<file path="src/rtl/riscv_types.sv">
// rtl/riscv_types.sv - shared RISC-V pipeline types and FP writeback unit indices
//
// exe_p_mux_bus_type : control bundle carried alongside an execution result
// FP_NUM_UNITS       : number of FP producer units feeding the writeback arbiter
// FPU_*              : producer index of each FP unit on the arbiter inputs
package riscv_types;

  typedef struct packed {
    logic [4:0] rd;
    logic       reg_write;
    logic       FP_reg_write;
    logic       mem_to_reg;
    logic [2:0] rm;
  } exe_p_mux_bus_type;

  localparam int FP_NUM_UNITS = 3;

  localparam int FPU_ADDSUB = 0;
  localparam int FPU_MUL    = 1;
  localparam int FPU_MISC   = 2;

endpackage

</file>
<file path="src/rtl/fp_wb_fifo.sv">
// rtl/fp_wb_fifo.sv - per-unit completion FIFO for the FP writeback arbiter
//
// clk, rst         : clock, asynchronous active-low reset
// flush_i          : empty the FIFO at the next edge (wins over push/pop)
// push_i           : write push_result_i/push_bus_i at the tail
// pop_i            : drop the head entry
// empty_o          : no entries stored
// count_next_o     : occupancy after this cycle's push/pop/flush
// head_result_o    : result of the oldest entry
// head_bus_o       : control bundle of the oldest entry
// slot_rd_o        : rd held in each physical slot (0 when slot empty)
// slot_valid_o     : slot occupied and the entry writes a register
module fp_wb_fifo
  import riscv_types::*;
#(
  parameter int DEPTH = 2,
  localparam int PW = $clog2(DEPTH),
  localparam int CW = PW + 1
) (
  input  logic                    clk,
  input  logic                    rst,
  input  logic                    flush_i,
  input  logic                    push_i,
  input  logic [31:0]             push_result_i,
  input  exe_p_mux_bus_type       push_bus_i,
  input  logic                    pop_i,
  output logic                    empty_o,
  output logic [CW-1:0]           count_next_o,
  output logic [31:0]             head_result_o,
  output exe_p_mux_bus_type       head_bus_o,
  output logic [DEPTH-1:0][4:0]   slot_rd_o,
  output logic [DEPTH-1:0]        slot_valid_o
);

  logic [PW-1:0] rd_ptr_q, rd_ptr_d;
  logic [PW-1:0] wr_ptr_q, wr_ptr_d;
  logic [CW-1:0] count_q, count_d;

  logic [31:0]       res_q [DEPTH];
  exe_p_mux_bus_type bus_q [DEPTH];

  logic full;
  logic pop_en;
  logic push_en;
  logic [PW-1:0] slot_off;

  assign empty_o = (count_q == '0);
  assign full    = (count_q == CW'(DEPTH));
  assign pop_en  = pop_i && !empty_o;
  // A full FIFO can still accept a push when its head leaves in the same cycle.
  assign push_en = push_i && (!full || pop_en);

  assign head_result_o = res_q[rd_ptr_q];
  assign head_bus_o    = bus_q[rd_ptr_q];
  assign count_next_o  = count_d;

  always_comb begin
    rd_ptr_d = rd_ptr_q;
    wr_ptr_d = wr_ptr_q;
    count_d  = count_q;
    if (flush_i) begin
      rd_ptr_d = '0;
      wr_ptr_d = '0;
      count_d  = '0;
    end else begin
      if (pop_en)  rd_ptr_d = rd_ptr_q + PW'(1);
      if (push_en) wr_ptr_d = wr_ptr_q + PW'(1);
      count_d = count_q + CW'(push_en) - CW'(pop_en);
    end
  end

  always_ff @(posedge clk or negedge rst) begin
    if (!rst) begin
      rd_ptr_q <= '0;
      wr_ptr_q <= '0;
      count_q  <= '0;
    end else begin
      rd_ptr_q <= rd_ptr_d;
      wr_ptr_q <= wr_ptr_d;
      count_q  <= count_d;
    end
  end

  // Payload storage needs no reset: occupancy is tracked by the pointers/count.
  always_ff @(posedge clk) begin
    if (push_en && !flush_i) begin
      res_q[wr_ptr_q] <= push_result_i;
      bus_q[wr_ptr_q] <= push_bus_i;
    end
  end

  // A physical slot is live when its distance from the read pointer is below count.
  always_comb begin
    slot_rd_o    = '0;
    slot_valid_o = '0;
    slot_off     = '0;
    for (int j = 0; j < DEPTH; j++) begin
      slot_off = PW'(j) - rd_ptr_q;
      if ({1'b0, slot_off} < count_q) begin
        slot_rd_o[j]    = bus_q[j].rd;
        slot_valid_o[j] = bus_q[j].reg_write | bus_q[j].FP_reg_write;
      end
    end
  end

  overflow_a: assert property (@(posedge clk) disable iff (!rst)
    !(push_i && full && !pop_en && !flush_i));

endmodule

</file>
<file path="src/rtl/fp_wb_arbiter.sv">
// rtl/fp_wb_arbiter.sv - FP completion buffer and round-robin writeback arbiter
//
// clk, rst       : clock, asynchronous active-low reset
// clear_i        : flush all buffered and output entries (highest priority)
// unit_valid_i   : one-cycle completion pulse per FP unit
// unit_result_i  : result per FP unit
// unit_bus_i     : control bundle per FP unit
// wb_ready_i     : downstream takes the writeback this cycle
// wb_valid_o     : registered writeback valid
// wb_result_o    : registered writeback data
// wb_bus_o       : registered writeback control bundle
// wb_unit_o      : index of the unit that produced the writeback
// stall_o        : drop the shared FP pipeline enable
// pend_rd_o      : rd of every FIFO slot, slot = unit*DEPTH + index
// pend_valid_o   : slot occupied and entry writes a register
module fp_wb_arbiter
  import riscv_types::*;
#(
  parameter int NUM_UNITS = FP_NUM_UNITS,
  parameter int DEPTH     = 2,
  localparam int UW = (NUM_UNITS > 1) ? $clog2(NUM_UNITS) : 1,
  localparam int SW = UW + 1,
  localparam int CW = $clog2(DEPTH) + 1
) (
  input  logic                                clk,
  input  logic                                rst,
  input  logic                                clear_i,
  input  logic [NUM_UNITS-1:0]                unit_valid_i,
  input  logic [NUM_UNITS-1:0][31:0]          unit_result_i,
  input  exe_p_mux_bus_type [NUM_UNITS-1:0]   unit_bus_i,
  input  logic                                wb_ready_i,
  output logic                                wb_valid_o,
  output logic [31:0]                         wb_result_o,
  output exe_p_mux_bus_type                   wb_bus_o,
  output logic [UW-1:0]                       wb_unit_o,
  output logic                                stall_o,
  output logic [NUM_UNITS*DEPTH-1:0][4:0]     pend_rd_o,
  output logic [NUM_UNITS*DEPTH-1:0]          pend_valid_o
);

  logic              wb_valid_q,  wb_valid_d;
  logic [31:0]       wb_result_q, wb_result_d;
  exe_p_mux_bus_type wb_bus_q,    wb_bus_d;
  logic [UW-1:0]     wb_unit_q,   wb_unit_d;
  logic [UW-1:0]     rr_ptr_q,    rr_ptr_d;
  logic              stall_q,     stall_d;

  logic [NUM_UNITS-1:0]                fifo_empty;
  logic [NUM_UNITS-1:0][CW-1:0]        fifo_count_next;
  logic [NUM_UNITS-1:0][31:0]          head_result;
  exe_p_mux_bus_type [NUM_UNITS-1:0]   head_bus;

  logic [NUM_UNITS-1:0] cand;
  logic [NUM_UNITS-1:0] fifo_pop;
  logic [NUM_UNITS-1:0] fifo_push;
  logic [NUM_UNITS-1:0] bypass;
  logic                 out_free;
  logic                 grant_found;
  logic                 grant_valid;
  logic [UW-1:0]        grant_idx;
  logic [SW-1:0]        search_sum;
  logic [UW-1:0]        search_idx;
  logic [31:0]          sel_result;
  exe_p_mux_bus_type    sel_bus;

  for (genvar u = 0; u < NUM_UNITS; u++) begin : g_fifo
    fp_wb_fifo #(.DEPTH(DEPTH)) u_fifo (
      .clk           (clk),
      .rst           (rst),
      .flush_i       (clear_i),
      .push_i        (fifo_push[u]),
      .push_result_i (unit_result_i[u]),
      .push_bus_i    (unit_bus_i[u]),
      .pop_i         (fifo_pop[u]),
      .empty_o       (fifo_empty[u]),
      .count_next_o  (fifo_count_next[u]),
      .head_result_o (head_result[u]),
      .head_bus_o    (head_bus[u]),
      .slot_rd_o     (pend_rd_o[u*DEPTH +: DEPTH]),
      .slot_valid_o  (pend_valid_o[u*DEPTH +: DEPTH])
    );
  end

  // A unit competes with its FIFO head; a fresh completion only competes when
  // its FIFO is empty, so it can never pass older entries of the same unit.
  always_comb begin
    out_free    = !wb_valid_q || wb_ready_i;
    cand        = ~fifo_empty | unit_valid_i;
    grant_found = 1'b0;
    grant_idx   = '0;
    search_sum  = '0;
    search_idx  = '0;
    for (int off = 0; off < NUM_UNITS; off++) begin
      search_sum = {1'b0, rr_ptr_q} + SW'(off);
      if (search_sum >= SW'(NUM_UNITS)) search_sum = search_sum - SW'(NUM_UNITS);
      search_idx = search_sum[UW-1:0];
      if (!grant_found && cand[search_idx]) begin
        grant_found = 1'b1;
        grant_idx   = search_idx;
      end
    end
    grant_valid = out_free && grant_found && !clear_i;
  end

  always_comb begin
    fifo_pop  = '0;
    fifo_push = '0;
    bypass    = '0;
    for (int u = 0; u < NUM_UNITS; u++) begin
      if (grant_valid && (grant_idx == UW'(u))) begin
        fifo_pop[u] = !fifo_empty[u];
        bypass[u]   = fifo_empty[u];
      end
      fifo_push[u] = unit_valid_i[u] && !bypass[u] && !clear_i;
    end
  end

  assign sel_result = fifo_empty[grant_idx] ? unit_result_i[grant_idx] : head_result[grant_idx];
  assign sel_bus    = fifo_empty[grant_idx] ? unit_bus_i[grant_idx]    : head_bus[grant_idx];

  always_comb begin
    wb_valid_d  = wb_valid_q;
    wb_result_d = wb_result_q;
    wb_bus_d    = wb_bus_q;
    wb_unit_d   = wb_unit_q;
    rr_ptr_d    = rr_ptr_q;
    stall_d     = 1'b0;
    if (clear_i) begin
      wb_valid_d  = 1'b0;
      wb_result_d = '0;
      wb_bus_d    = '0;
      wb_unit_d   = '0;
      rr_ptr_d    = '0;
    end else begin
      if (grant_valid) begin
        wb_valid_d  = 1'b1;
        wb_result_d = sel_result;
        wb_bus_d    = sel_bus;
        wb_unit_d   = grant_idx;
        rr_ptr_d    = (grant_idx == UW'(NUM_UNITS - 1)) ? '0 : grant_idx + UW'(1);
      end else if (out_free) begin
        wb_valid_d = 1'b0;
      end
      // Raising stall one entry early leaves room for the completion that is
      // already in the pipeline when the enable drops.
      for (int u = 0; u < NUM_UNITS; u++) begin
        if (fifo_count_next[u] >= CW'(DEPTH - 1)) stall_d = 1'b1;
      end
    end
  end

  always_ff @(posedge clk or negedge rst) begin
    if (!rst) begin
      wb_valid_q  <= 1'b0;
      wb_result_q <= '0;
      wb_bus_q    <= '0;
      wb_unit_q   <= '0;
      rr_ptr_q    <= '0;
      stall_q     <= 1'b0;
    end else begin
      wb_valid_q  <= wb_valid_d;
      wb_result_q <= wb_result_d;
      wb_bus_q    <= wb_bus_d;
      wb_unit_q   <= wb_unit_d;
      rr_ptr_q    <= rr_ptr_d;
      stall_q     <= stall_d;
    end
  end

  assign wb_valid_o  = wb_valid_q;
  assign wb_result_o = wb_result_q;
  assign wb_bus_o    = wb_bus_q;
  assign wb_unit_o   = wb_unit_q;
  assign stall_o     = stall_q;

endmodule

</file>
<file path="config.mk">
export PLATFORM = sky130hd
export DESIGN_NAME = fp_wb_arbiter
export DESIGN_NICKNAME = d
export VERILOG_FILES = /design/src/rtl/riscv_types.sv /design/src/rtl/fp_wb_fifo.sv /design/src/rtl/fp_wb_arbiter.sv
export SDC_FILE = /design/constraint.sdc
export NUM_CORES = 1
export LEC_CHECK = 0
export CORE_MARGIN = 3
export CORE_UTILIZATION = 54
export DETAILED_ROUTE_END_ITERATION = 12
export PLACE_DENSITY_LB_ADDON = 0.1
export SLEW_MARGIN = 20
export SYNTH_ARGS = -nofsm -noshare
export SYNTH_HDL_FRONTEND = slang
export SYNTH_SLANG_ARGS = --single-unit
</file>
<file path="constraint.sdc">
create_clock -name clk -period 5.5 [get_ports clk]
set_input_delay 1.1 -clock clk [delete_from_list [all_inputs] [get_ports clk]]
set_output_delay 1.1 -clock clk [all_outputs]
set_load 0.05 [all_outputs]
</file>
Word-level counts from Yosys, hierarchy flattened. Memory sizes are Yosys's and may differ from the RTL's. Cells that the tools add are included.

Register bits: 61. Memories: 6. Output and inout port bits: 83. RAM bits: 258.

Muxes and demuxes: 82. Bitwise gates (word level): 8. Magnitude comparators: 16. Add/sub/neg operators: 24. Reductions and logical operators: 51. Equal/unequal tests: 5.

Memories: g_fifo[0].u_fifo.res_q (words 2, bits a word 32, read ports 1, clocked after memory_dff 0, wr ports 1, line fp_wb_fifo.sv:39) `logic [31:0] res_q [DEPTH];`; g_fifo[1].u_fifo.res_q (words 2, bits a word 32, read ports 1, clocked after memory_dff 0, wr ports 1, line fp_wb_fifo.sv:39); g_fifo[2].u_fifo.res_q (words 2, bits a word 32, read ports 1, clocked after memory_dff 0, wr ports 1, line fp_wb_fifo.sv:39); g_fifo[0].u_fifo.bus_q (words 2, bits a word 11, read ports 3, clocked after memory_dff 0, wr ports 1, line fp_wb_fifo.sv:40) `exe_p_mux_bus_type bus_q [DEPTH];`; g_fifo[1].u_fifo.bus_q (words 2, bits a word 11, read ports 3, clocked after memory_dff 0, wr ports 1, line fp_wb_fifo.sv:40); g_fifo[2].u_fifo.bus_q (words 2, bits a word 11, read ports 3, clocked after memory_dff 0, wr ports 1, line fp_wb_fifo.sv:40).

Operators with widths (number): $mux 32 (5); $bmux 32 s2 (2); $mux 11 (5); $bmux 11 s2 (2); $mux 1 (44); $mux 5 (6); $mux 2 (14); $logic_and 1x1->1 (22); $reduce_bool 2->1 (7); $logic_not 1->1 (13); $lt 1x2->1 (6); $lt 2x3->1 const B (4); $bmux 1 s2 (4); $eq 2x2->1 const B (4); $logic_not 2->1 (4); $add 1x1->1 const B (6); $add 2x1->2 (3); $ge 2x1->1 const B (3); $ge 3x2->1 const B (2); $or 1x1->1 (6); $sub 1x1->1 const A (6); $sub 2x1->2 (3); $sub 2x2->2 const B (3); $logic_or 1x1->1 (4); 8 further kinds (8).

Logic depth before layout (Yosys ltp).
Depth after elaboration: 28. Mapped depth: 17. Gate-level depth less buffers: 13.

Hierarchy. From an unflattened synthesis, not the netlist that was laid out.

Cell total of the unflattened synthesis: 1179. Area, all modules: 14666.6 um^2.

Modules (own cells, without submodules): fp_wb_fifo (times used 3, cells each 173, area an instance 3425.8 um^2); fp_wb_arbiter (times used 1, cells each 660, area an instance 4389.2 um^2).

Least setup slack after synthesis. OpenSTA, ideal clock, no wires.

Path kind: input-to-reg. Start point: input port unit_valid_i[0]. End point: memory g_fifo[0].u_fifo.bus_q[0][0] in the netlist's numbering (enable). Stages: 8. Arrival time: 4321 ps. Path buffers: 2. Data required time: 5057 ps. Setup slack: 736 ps. Path through: buf_6 -> or3_4 -> a311oi_1 -> or3_1 -> buf_6 -> mux2i_1 -> nand3_1 -> nor2_1.

Cells in the longest elaborated chain, start to end: 21. Elaborated cells on any way between the ends: 32.

RTL lines: start: declaration (line fp_wb_arbiter.sv:28) `input logic [NUM_UNITS-1:0] unit_valid_i,`; $or 3x3->3 (line fp_wb_arbiter.sv:88) `cand = ~fifo_empty | unit_valid_i;`; $bmux 1 s2 (line fp_wb_arbiter.sv:97) `if (!grant_found && cand[search_idx]) begin`; $mux 1 (implied by the code) (line fp_wb_arbiter.sv:97); $mux 1 (line fp_wb_arbiter.sv:97); $logic_not 1->1 (line fp_wb_arbiter.sv:97); $logic_and 1x1->1 (line fp_wb_arbiter.sv:97); $mux 1 (line fp_wb_arbiter.sv:97); $logic_not 1->1 (line fp_wb_arbiter.sv:97); [4 not listed]; $logic_and 1x1->1 (line fp_wb_arbiter.sv:110) `if (grant_valid && (grant_idx == UW'(u))) begin`; $mux 1 (line fp_wb_arbiter.sv:110); $logic_not 1->1 (line fp_wb_arbiter.sv:114) `fifo_push[u] = unit_valid_i[u] && !bypass[u] && !clear_i;`; $logic_and 1x1->1 (2 in series) (line fp_wb_arbiter.sv:114); $logic_and 1x1->1 * (line fp_wb_fifo.sv:51) `assign push_en = push_i && (!full || pop_en);`; $logic_and 1x1->1 * (line fp_wb_fifo.sv:86) `if (push_en && !flush_i) begin`; $mux 1 * (line fp_wb_fifo.sv:86); $mux 1 (implied by the code) * (line fp_wb_fifo.sv:88) `bus_q[wr_ptr_q] <= push_bus_i;`; end: declaration (line fp_wb_fifo.sv:40).

Mark *: on every way between the ends. The rest lies on a longest branch, timed or not. The select of a mux whose other input is x is not followed.

==> flow_summary_export.csv <==
group,metric,value,unit
setup_path,path_class,"reg -> out",
global_routing,track_usage,25.84,%
detailed_routing,firstDrtPassIters,8,
power,p_leak,6.214,nW
logic_synthesis,async_reset_ff_share,19.12,%
sta,worst_pin_slew,0.9954,ns
global_routing,antenna_found_initial,6,
floorplan,fp.coreArea,26210,µm²
clocking,post_cts.repair.setup_buffers,0,
global_routing,grt.overflow.total,0,
clocking,ctsLongestPathBuffers,3,
logic_synthesis,synth-edff-count,258,
floorplan,die_x,169.7,µm
detailed_routing,avgRoutedWirePerCell,22.63,µm
floorplan,rows,59,
sta,report.final.slew_viol_count,0,
layout,final_cell_mix,"edfxtp_1 (258), clkdlybuf4s50_1 (217), nand2_1 (178)",
clocking,cts_hold_buf,0,
sta,finalCritPeriodShare,80.67,%
logic_synthesis,postSynthAreaPerCell,13.10,µm²
clocking,insertion_delay,0.51,ns
logic_synthesis,synth_seq_cells,319,
setup_path,max_stage_delay,1.08,ns
setup_path,end_kind,"output port",
clocking,root_buffer,"clkbuf_16",
layout,area_growth,23.60,%
sta,clock_skew,0.01323,ns
setup_path,arrival,3.34,ns
logic_synthesis,yosys_warnings,0,
layout,finalNonFillerCells,1658,
job,maxCapViolations,0,
clocking,cts.reportedPaths.clkPinSlew,0.06,ns
placement,dpl.cell_count,1597,
layout,nFillCells,1912,
global_routing,grt_max_degree,92,
layout,layout-drive-gt1-share,7.110,%
sta,rsz0062_at_grt,"false",
logic_synthesis,syn_inst,1104,
logic_synthesis,syn-num-nets,1248,
min_path,hp-class,"reg -> reg",
setup_path,cp-start-kind,"flop",
placement,io_buffers,218,
clocking,cts_sinks,319,
floorplan,die_h,169.7,µm
detailed_routing,ant_nets,0,
power,power_density,524.3,nW/µm²
detailed_routing,drtIter0Drc,958,
logic_synthesis,ys_types,50,
global_routing,grt_pass1_wl,57.04,mm
outcome,status,"finished clean",
floorplan,pin_count,219,
logic_synthesis,synth_area,14460,µm²
setup_path,critical_path.slowest_cell,"dfrtp_4",
logic_synthesis,synth_flop_cell,"edfxtp_1",
detailed_routing,drc,0,
clocking,numCtsBuffers,34,
placement,gp_congestion,0.9036,
floorplan,initial_utilization,55.19,%
sta,maxSlewHeadroom,33.64,%
layout,nNetsFinal,1443,
setup_path,worstPathMaxFanout,46,
sta,finalSetupViolCount,0,
global_routing,grt_pass1_vias,9961,
clocking,cts_tree,"yes",
power,peakVddDrop,0.3845,mV
floorplan,die-area,28780,µm²
clocking,cts-htree-levels,2,
sta,clock.fmax,0.2254,GHz
placement,hpwl,22.84,mm
sta,hold_viol,0,
sta,fin_crit,4.437,ns
detailed_routing,routed_wl,37.52,mm
detailed_routing,vias_per_cell,5.985,
layout,mostFrequentLayoutCell,"edfxtp_1",
sta,setup_tns,0,ns
clocking,cts.repair.resized,0,
setup_path,worstPathCellList,"inv_1 -> a21oi_1 -> nor2b_1 -> clkdlybuf4s50_1",
placement,dp_slack,0.8251,ns
setup_path,worstPathRequired,4.40,ns
logic_synthesis,ys_seq_area_share,64.12,%
power,power,0.009372,W
detailed_routing,num_vias,9923,
sta,worst_slack,1.063,ns
cell usage after synthesis (3+ instances only):
library cell / instances / area share (%)
nor2_1: 118 / 3.1
xor2_1: 3 / 0.18
o21ai_0: 3 / 0.10
a221o_1: 43 / 3.0
inv_1: 13 / 0.34
nand3_1: 4 / 0.14
buf_2: 21 / 0.73
or3_1: 3 / 0.13
nand2_1: 179 / 4.6
nor2b_1: 36 / 1.6
clkbuf_1: 34 / 0.88
o2111a_1: 3 / 0.23
dfrtp_1: 61 / 11
a21oi_1: 14 / 0.48
a31o_1: 43 / 2.6
or3_4: 3 / 0.23
a311oi_1: 44 / 2.7
xnor2_1: 9 / 0.55
edfxtp_1: 258 / 54
buf_6: 16 / 1.2
nor3_1: 8 / 0.28
o211a_1: 3 / 0.21
mux2i_1: 133 / 9.2
ha_1: 8 / 0.69
nand2b_1: 3 / 0.13
buf_4: 10 / 0.52
state kept, by name (all words and copies together), names as in the netlist:
name,count
wb_unit_o,2
stall_o,1
g_fifo.u_fifo.wr_ptr_q,3
wb_result_o,32
g_fifo.u_fifo.res_q,192
wb_valid_o,1
g_fifo.u_fifo.rd_ptr_q,3
g_fifo.u_fifo.count_q,6
g_fifo.u_fifo.bus_q,66
rr_ptr_q,2
wb_bus_o,11
final cells by class:
type / instances / area (µm²) / area share, %
Tap cell: 335 / 419.2 / 2.345
Clock buffer: 52 / 999.7 / 5.592
Sequential cell: 319 / 9283 / 51.92
Multi-Input combinational cell: 690 / 4688 / 26.22
Timing Repair Buffer: 240 / 2374 / 13.28
Clock inverter: 7 / 58.81 / 0.3289
Antenna cell: 1 / 2.502 / 0.01400
Inverter: 14 / 52.55 / 0.2940
cells by family after synthesis:
logic type,after synthesis,synth area share (%)
mux,134,9.308
simple gates,370,11.33
compound gates,166,10.09
fa+ha+maj,8,0.6921
buf+inv,95,3.737
flops,319,64.12
xor+xnor,12,0.7267
critical path, delay by kind of cell (launching register included):
kind | cells | cell delay (ns)
simple gates | 1 | 0.15
flops | 1 | 1.08
buf+inv | 2 | 0.83
compound gates | 1 | 0.74
per-layer routing:
metal,vias up,part of all wire (%),global-route usage [%]
li1,4503,-,-
met1,4821,41,35.07
met2,505,48,42.87
met3,84,8.2,4.589
met4,10,3.0,8.215
met5,-,0.20,0
stage by stage:
| stage | instance area, µm² | hold WS, ns | util, % |
|---|---|---|---|
| final | 17880 | 0.5107 | 68.22 |
| after global routing | 17880 | 0.5291 | 68.22 |
| after floorplan | 14460 | 0.5089 | - |
| after global placement | 16800 | 0.5017 | 64.13 |
| after CTS | 17860 | 0.5160 | 68.16 |
| after detailed placement | 16800 | 0.5008 | 64.13 |
path summary, 6_finish.rpt:
path,slack (ns),end,cells past startpoint,from
worst max-delay path,1.06,pend_rd_o[23],4,g_fifo[2].u_fifo.rd_ptr_q$_DFFE_PN0P_
worst min-delay path,0.51,wb_bus_o[0]$_DFFE_PN0P_,1,wb_bus_o[0]$_DFFE_PN0P_
worst max register to register,1.79,stall_o$_DFF_PN0_,11,rr_ptr_q[1]$_DFFE_PN0P_
worst min register to register,0.51,wb_bus_o[0]$_DFFE_PN0P_,1,wb_bus_o[0]$_DFFE_PN0P_
max in group asynchronous,4.01,g_fifo[2].u_fifo.rd_ptr_q$_DFFE_PN0P_,1,rst
min in group asynchronous,0.76,wb_unit_o[0]$_DFFE_PN0P_,1,rst
power by group:
| part | total, W | internal [W] | switching, W |
|---|---|---|---|
| registers | 0.00329 | 0.00303 | 0.000261 |
| logic | 0.00389 | 0.00143 | 0.00247 |
| clock network | 0.00219 | 0.00130 | 0.000889 |
(Power assumes the default switching activity.)
